<file path="src/rtl/spi_sclk_gen.sv">
// SPI serial-clock generator: programmable-length SCLK bursts at a runtime
// divide ratio in all four CPOL/CPHA modes, with shift/sample strobes and busy/done.
module spi_sclk_gen #(
   parameter int DIV_W = 8,
   parameter int NB_W  = 6
) (
   input  logic             clk,
   input  logic             rst,
   input  logic             start_i,
   input  logic [DIV_W-1:0] div_i,
   input  logic             cpol_i,
   input  logic             cpha_i,
   input  logic [NB_W-1:0]  num_bits_i,
   output logic             sclk_o,
   output logic             shift_stb_o,
   output logic             sample_stb_o,
   output logic             busy_o,
   output logic             done_o
);

   // state | meaning
   // IDLE  | sclk follows cpol_i, waiting for a start with num_bits_i != 0
   // RUN   | toggling sclk every div_q+1 cycles until 2*num_bits edges are out
   // TAIL  | sclk parked at cpol_q for div_q+1 cycles, then done
   typedef enum logic [1:0] {ST_IDLE, ST_RUN, ST_TAIL} state_t;

   state_t           state_q,  state_d;
   logic [DIV_W-1:0] hcnt_q,   hcnt_d;
   logic [NB_W:0]    ecnt_q,   ecnt_d;
   logic [DIV_W-1:0] div_q,    div_d;
   logic [NB_W-1:0]  nb_q,     nb_d;
   logic             cpol_q,   cpol_d;
   logic             cpha_q,   cpha_d;
   logic             sclk_q,   sclk_d;
   logic             shift_q,  shift_d;
   logic             sample_q, sample_d;
   logic             busy_q,   busy_d;
   logic             done_q,   done_d;

   logic [NB_W:0]    last_idx;
   logic             hc_wrap;
   logic             leading;

   // ecnt_q counts edges already produced, so the edge about to fire is ecnt_q+1
   assign last_idx = {nb_q, 1'b0} - (NB_W+1)'(1);
   assign hc_wrap  = (hcnt_q == div_q);
   assign leading  = ~ecnt_q[0];

   always_comb begin
      state_d  = state_q;
      hcnt_d   = hcnt_q;
      ecnt_d   = ecnt_q;
      div_d    = div_q;
      nb_d     = nb_q;
      cpol_d   = cpol_q;
      cpha_d   = cpha_q;
      sclk_d   = sclk_q;
      busy_d   = busy_q;
      shift_d  = 1'b0;
      sample_d = 1'b0;
      done_d   = 1'b0;
      case (state_q)
         ST_IDLE: begin
            sclk_d = cpol_i;
            busy_d = 1'b0;
            if (start_i && (num_bits_i != '0)) begin
               div_d   = div_i;
               nb_d    = num_bits_i;
               cpol_d  = cpol_i;
               cpha_d  = cpha_i;
               hcnt_d  = '0;
               ecnt_d  = '0;
               busy_d  = 1'b1;
               state_d = ST_RUN;
            end
         end
         ST_RUN: begin
            if (hc_wrap) begin
               hcnt_d = '0;
               sclk_d = ~sclk_q;
               ecnt_d = ecnt_q + (NB_W+1)'(1);
               if (cpha_q) begin
                  shift_d  = leading;
                  sample_d = ~leading;
               end else begin
                  sample_d = leading;
                  shift_d  = ~leading && (ecnt_q != last_idx);
               end
               if (ecnt_q == last_idx) state_d = ST_TAIL;
            end else begin
               hcnt_d = hcnt_q + DIV_W'(1);
            end
         end
         ST_TAIL: begin
            if (hc_wrap) begin
               hcnt_d  = '0;
               busy_d  = 1'b0;
               done_d  = 1'b1;
               state_d = ST_IDLE;
            end else begin
               hcnt_d = hcnt_q + DIV_W'(1);
            end
         end
         default: state_d = ST_IDLE;
      endcase
   end

   always_ff @(posedge clk) begin
      if (rst) begin
         state_q  <= ST_IDLE;
         hcnt_q   <= '0;
         ecnt_q   <= '0;
         div_q    <= '0;
         nb_q     <= '0;
         cpol_q   <= 1'b0;
         cpha_q   <= 1'b0;
         sclk_q   <= 1'b0;
         shift_q  <= 1'b0;
         sample_q <= 1'b0;
         busy_q   <= 1'b0;
         done_q   <= 1'b0;
      end else begin
         state_q  <= state_d;
         hcnt_q   <= hcnt_d;
         ecnt_q   <= ecnt_d;
         div_q    <= div_d;
         nb_q     <= nb_d;
         cpol_q   <= cpol_d;
         cpha_q   <= cpha_d;
         sclk_q   <= sclk_d;
         shift_q  <= shift_d;
         sample_q <= sample_d;
         busy_q   <= busy_d;
         done_q   <= done_d;
      end
   end

   assign sclk_o       = sclk_q;
   assign shift_stb_o  = shift_q;
   assign sample_stb_o = sample_q;
   assign busy_o       = busy_q;
   assign done_o       = done_q;

endmodule

</file>
<file path="config.mk">
export PLATFORM = sky130hd
export DESIGN_NAME = spi_sclk_gen
export DESIGN_NICKNAME = d
export VERILOG_FILES = /design/src/rtl/spi_sclk_gen.sv
export SDC_FILE = /design/constraint.sdc
export NUM_CORES = 1
export LEC_CHECK = 0
export CAP_MARGIN = 20
export CORE_MARGIN = 4
export CORE_UTILIZATION = 62
export CTS_CLUSTER_DIAMETER = 30
export DETAILED_ROUTE_END_ITERATION = 10
export DONT_BUFFER_PORTS = 1
export GPL_TIMING_DRIVEN = 0
export PLACE_DENSITY = 0.78
export SLEW_MARGIN = 20
export SYNTH_ARGS = -nofsm -noshare
export SYNTH_HDL_FRONTEND = slang
export SYNTH_SLANG_ARGS = --single-unit
</file>
<file path="constraint.sdc">
create_clock -name clk -period 2.86 [get_ports clk]
set_clock_uncertainty 0.2 [all_clocks]
set_input_delay 0.715 -clock clk [delete_from_list [all_inputs] [get_ports clk]]
set_output_delay 0.715 -clock clk [all_outputs]
set_load 0.02 [all_outputs]
</file>
==> results of run 1 <==
-- metal layers --
metal,vias to the layer above,GRT usage [%]
met3,8,4.57
met1,753,26.6
met4,0,7.92
met5,-,0
met2,49,40.0
li1,781,-
-- worst paths after layout --
check | to | slack, ns | cells after the start
max reg2reg | hcnt_q[1] | 0.31 | 10
min | nb_q[0] | 0.28 | 2
max | hcnt_q[1] | 0.31 | 10
min reg2reg | nb_q[5] | 0.29 | 2
-- Yosys cell counts (2+ instances only) --
cell type   n  share of area, %
a2111oi_4   2               2.8
a211oi_1    3               1.2
a21oi_1    14               3.6
a22oi_1     2              0.77
a311oi_1    2              0.90
a41oi_1     3               1.3
and3_1      3              0.96
buf_1       2              0.38
buf_2       2              0.51
clkbuf_1    6               1.2
dfxtp_1    37                38
ha_1        6               3.8
inv_1      10               1.9
mux2i_1    12               6.2
nand2_1    17               3.3
nand2b_1    2              0.64
nand3_1    12               3.1
nand3b_1    4               1.5
nor2_1     26               5.0
nor3_1      3              0.77
nor3b_1     2              0.77
nor4_1      2              0.64
nor4_4      2               2.2
o21ai_0     5               1.3
xnor2_1    10               4.5
xor2_1     11               4.9
-- through the flow --
step	utilization, %	instance area [sq um]	power (mW)	hold WS, ns
2_1_floorplan	-	1950	0.746	0.248
3_3_place_gp	66.3	2010	0.776	0.259
3_5_place_dp	66.3	2010	0.786	0.269
4_1_cts	69.1	2090	1.16	0.280
5_1_grt	69.1	2090	1.21	0.277
6_report	69.1	2090	1.16	0.281
-- cells by family (layout without fill, tap and decap cells) --
| logic type | count (synthesis) | after routing | synth area share (%) |
|---|---|---|---|
| AND/OR/NAND/NOR | 79 | 79 | 21.5 |
| AO/OA/AOI/OAI | 42 | 42 | 16.7 |
| flip-flops | 37 | 37 | 37.9 |
| XOR/XNOR | 21 | 21 | 9.42 |
| buffers and inverters | 20 | 28 | 3.97 |
| multiplexers | 13 | 13 | 6.73 |
| adder cells (fa/ha/maj) | 6 | 6 | 3.84 |
-- registers in the layout (all words and copies together), names as in the netlist --
register,count
busy_o,1
cpha_q,1
div_q,8
done_o,1
ecnt_q,7
hcnt_q,8
nb_q,6
sample_stb_o,1
sclk_o,1
shift_stb_o,1
state_q,2
-- worst max-delay path: cells and delay by family, from the launching register on --
family / cells / cell delay (ns)
DFF: 1 / 0.34
and+or+nand+nor: 1 / 0.05
adders and majority gates: 1 / 0.14
buffers and inverters: 5 / 0.92
AOI/OAI and AO/OA: 3 / 0.78
-- power groups by stage --
stage          clock (mW)  combinational, mW  sequential [mW]
6_report            0.384              0.209            0.566
4_1_cts             0.384              0.209            0.566
2_1_floorplan           0              0.175            0.571
5_1_grt             0.401              0.234            0.570
3_5_place_dp            0              0.208            0.578
3_3_place_gp            0              0.200            0.576
-- final cells by class --
type | instances | share of cell area (%)
multi-input cells | 161 | 54.2
flip-flops and latches | 37 | 35.4
well taps | 44 | 2.63
clock inverters | 3 | 2.21
plain buffers | 10 | 1.91
clock buffers | 5 | 1.79
inverters | 10 | 1.79
==> reports/summary.txt, run 1 <==
Max FO, Critical Path - 10
DR vias/cell - 5.89
Routed len/inst - 15.2 um
CTS tree - built
Finished Layout Cells - 270
Clk slew on worst S/H paths - 0.12 ns
Final setup viols - 0
Mapped Cells - 218
Dpl cells - 262
Worst setup margin - 0.306 ns
Clock sinks - 37
Row cnt - 20
Synth cell types - 44
Mean area per synthesized cell - 8.96 sq um
H-tree Lvls - 2
Synth warn - 0
# port buffers - 0
Top_reg_cell synth - dfxtp_1
Global-route wire length before repair - 7270 um
Crit path from - state_q[1]
Fmax - 392 MHz
Total GRT Usage - 22.5%
First-pass DRT Iterations - 4
Initial antenna violation count - 0
CP most frequent cell - inv_1
Synthesis-to-layout area growth - 7.11%
Max Used Layer - met4
Sequential share of the synthesized area - 37.9%
Flops & latches, synth - 37
Worst R2R Start - state_q[1]
Total congestion overflow - 0
Vias in the first global route - 1617
Logic gate share of total power - 18.1%
Worst Path Required - 2.91 ns
Iteration-0 DRC count of the detailed router - 109
FILL cells - 264
Fin. max-slew vios - 0
CP Capture Type - flop
Core area - 3030 sq um
Leakage - 0.809 nW
CP startpoint kind - flop
Drc violations - 0
Worst min path class - primary input to flop
CP Data Arrival Time - 2.60 ns
Syn Std Cell Area - 1950 sq um
Pin count of the biggest net entering global routing - 14
Hpwl dp - 3080 um
Switch share - 30.3%
Internal - 0.807 mW
Met1 WL - 1730 um
Setup TNS Final - 0 ns
RSZ-0062 raised after global routing - no
Worst slew margin - 54.8%
Clock share of power - 33.1%
Mapped Nets - 243
Min-delay src - num_bits_i[0]
Num ports - 24
Die area - 4110 sq um
DRT Wirelength - 4110 um
Max cap viols - 0
Fin nets - 250
Post-CTS resize count - 0
Register area - 741 sq um
Most frequent cells in the layout - 37 x dfxtp_1, 26 x nor2_1, 17 x nand2_1
GP Congestion - 0.833
Clk root buf - clkbuf_4
Critical path type - flop to flop
Period utilization - 89.3%
Die width - 64.1 um
Maximum VDD drop - 0.441 mV
Final min period - 2.55 ns
Worst-path cell chain - inv_1, ha_1, clkbuf_1, inv_1, a211o_1, buf_2, o21ai_0, inv_1, a22oi_1, nor2_1
Effective utilization at floorplan - 64.5%
Hold Violations, Final - 0
Critical-path top delay cell - dfxtp_1
Number of synthesized flops with an enable pin - 0
Net load switching power - 0.352 mW
Power per cell area - 554 nW/um^2
Outcome - completed
Vias - 1591
DP Worst Slack - 0.242 ns
Pin slew with the least headroom to its limit - 0.671 ns
Hold Buf Count CTS - 0
Cts bufs inserted - 5
Commonest non-fill, non-tap cell in the layout - dfxtp_1
Met2 wire len - 2160 um
Clk Latency, worst-skew pair - 0.36 ns
Asr flop ratio synth - 0%
Flop pwr share - 48.8%
CP peak stage delay - 0.34 ns
Antenna-violating nets left - 0
Share of layout cells above drive strength 1 - 9.29%
Multi-input logic area - 1130 sq um
Max Root-Sink Buffers - 2
Post CTS Setup Buffer Count - 0
Die height - 64.1 um
Antenna diodes - 0
DR WL met3 - 164 um
No activity file was read; power rests on OpenSTA's default activity.
==> run 2, diff against run 1 <==
TNS_END_PERCENT = 30   (was not set)
==> results of run 2 <==
Final layout, timing and power as in run 1 (identical DEF).
==> run 3, diff against run 2 <==
CAP_MARGIN = 5   (was 20)
CORE_ASPECT_RATIO = 1.2   (was not set)
==> reports/summary.txt, run 3 (same netlist as run 1, synthesis figures left out) <==
Outcome - completed
Worst min path class - flop to flop
Final setup viols - 0 (unchanged)
RSZ-0062 raised after global routing - no
R2R cell count - 10 (unchanged)
Leakage - 0.799 nW (-1.2%)
Layout Utilization - 67.2% (-1.9 points)
DP Worst Slack - 0.216 ns (-0.0260 ns)
Core area - 3060 sq um (+0.91%)
DRT Wirelength - 3960 um (-3.9%)
Hold Violations, Final - 0 (unchanged)
CP startpoint kind - flop
Die area - 4120 sq um (about the same)
Cts bufs inserted - 5 (unchanged)
Period utilization - 88.4% (-0.88 points)
Routed len/inst - 15.2 um (-0.55%)
CTS tree - built
Fmax - 396 MHz (+0.99%)
Largest regs - div_q: 8 flops, hcnt_q: 8 flops, ecnt_q: 7 flops
Clk root buf - clkbuf_4
Fin. max-slew vios - 0 (unchanged)
Maximum VDD drop - 0.412 mV (-6.5%)
Max Root-Sink Buffers - 2 (unchanged)
# port buffers - 0 (unchanged)
Drc violations - 0 (unchanged)
Min Hold Slack - 0.285 ns (+0.00345 ns)
Vias - 1543 (-3.0%)
Pin slew with the least headroom to its limit - 0.657 ns (-0.0139 ns)
Power per cell area - 509 nW/um^2 (-8.1%)
Post-CTS resize count - 0 (unchanged)
Total congestion overflow - 0 (unchanged)
Post CTS Setup Buffer Count - 0 (unchanged)
Share of layout cells above drive strength 1 - 8.44% (-0.85 points)
Max cap viols - 0 (unchanged)
Num ports - 24 (unchanged)
Initial antenna violation count - 0 (unchanged)
Hpwl dp - 3030 um (-1.4%)
Setup TNS Final - 0 ns (unchanged)
Row cnt - 22 (+10%)
Most frequent cells in the layout - 37 x dfxtp_1, 26 x nor2_1, 17 x nand2_1
Pin count of the biggest net entering global routing - 11 (-3)
Die width - 59.2 um (-7.6%)
Hold Path Depth - 2 (unchanged)
Total GRT Usage - 20.8% (-1.7 points)
Vias in the first global route - 1563 (-3.3%)
Worst setup margin - 0.332 ns (+0.0251 ns)
Final min period - 2.53 ns (-0.0251 ns)
Commonest non-fill, non-tap cell in the layout - dfxtp_1
DR vias/cell - 5.91 (+0.33%)
Global-route wire length before repair - 6590 um (-9.3%)
CP Capture Type - flop
Critical path type - flop to flop
Worst slew margin - 56.2% (+1.4 points)
Clk Latency, worst-skew pair - 0.33 ns (-0.03 ns)
Die height - 69.5 um (+8.4%)
Antenna diodes - 0 (unchanged)
Clk slew on worst S/H paths - 0.10 ns (-0.02 ns)
R2R Setup Slk - 0.33 ns (+0.03 ns)
Max FO, Critical Path - 10 (unchanged)
Antenna-violating nets left - 0 (unchanged)
Hold Buf Count CTS - 0 (unchanged)
Iteration-0 DRC count of the detailed router - 48 (-56%)
First-pass DRT Iterations - 4 (unchanged)
Clock sinks - 37 (unchanged)
CP Data Arrival Time - 2.54 ns (-0.06 ns)
Synthesis-to-layout area growth - 5.12%
FILL cells - 245 (-7.2%)
Fin nets - 250 (unchanged)
Worst Path Required - 2.87 ns (-0.04 ns)
Effective utilization at floorplan - 63.9% (-0.58 points)
H-tree Lvls - 2 (unchanged)
GP Congestion - 0.838 (+0.62%)
-- run 3: changes by cell type in the layout (fill, tap and decap cells not counted) --
cell        before  now
clkinvlp_4       1    0
bufinv_16        1    0
clkbuf_8         0    1
clkbuf_1         6    7
clkinv_4         1    0
-- run 3: routing by layer --
layer	global-route usage, %	up-vias	routed length (um)
met4	10.1	0	104
met3	5.03	10	95
met2	39.1	24	2220
li1	-	780	-
met5	0	-	0
met1	19.8	729	1530
-- run 3: path summary, 6_finish.rpt --
kind	from	to
worst max-delay path	state_q[1]	hcnt_q[1]
worst min register to register	nb_q[5]	nb_q[5]
worst min-delay path	nb_q[5]	nb_q[5]
worst max register to register	state_q[1]	hcnt_q[1]
-- run 3: cell type report --
class | count | area (sq um) | share of cell area (%)
multi-input combinational | 161 | 1130 | 55.3
sequential | 37 | 741 | 36.1
clock buffer | 7 | 55.1 | 2.68
tap | 36 | 45.0 | 2.19
buffer | 10 | 40.0 | 1.95
inverter | 10 | 37.5 | 1.83
-- run 3: per-stage QoR --
stage	instances	power [mW]	cell area, sq um
after floorplan	218	0.746	1950
after global placement	254	0.776	2000
after detailed placement	254	0.786	2000
after CTS	261	1.05	2050
after global routing	261	1.11	2050
final	261	1.05	2050
-- run 3: worst max-delay path: stages, from the launching register on --
cell,delay (ns)
dfxtp_1,0.33
inv_1,0.10
ha_1,0.15
clkbuf_1,0.31
inv_1,0.14
a211o_1,0.28
buf_2,0.20
o21ai_0,0.28
inv_1,0.14
a22oi_1,0.21
nor2_1,0.06
-- run 3: where the power goes --
| part | total (mW) | switching [mW] | internal, mW |
|---|---|---|---|
| Combinational | 0.209 | 0.125 | 0.0837 |
| Sequential | 0.566 | 0.0269 | 0.539 |
| Clock | 0.271 | 0.155 | 0.116 |
| Total | 1.05 | 0.307 | 0.738 |
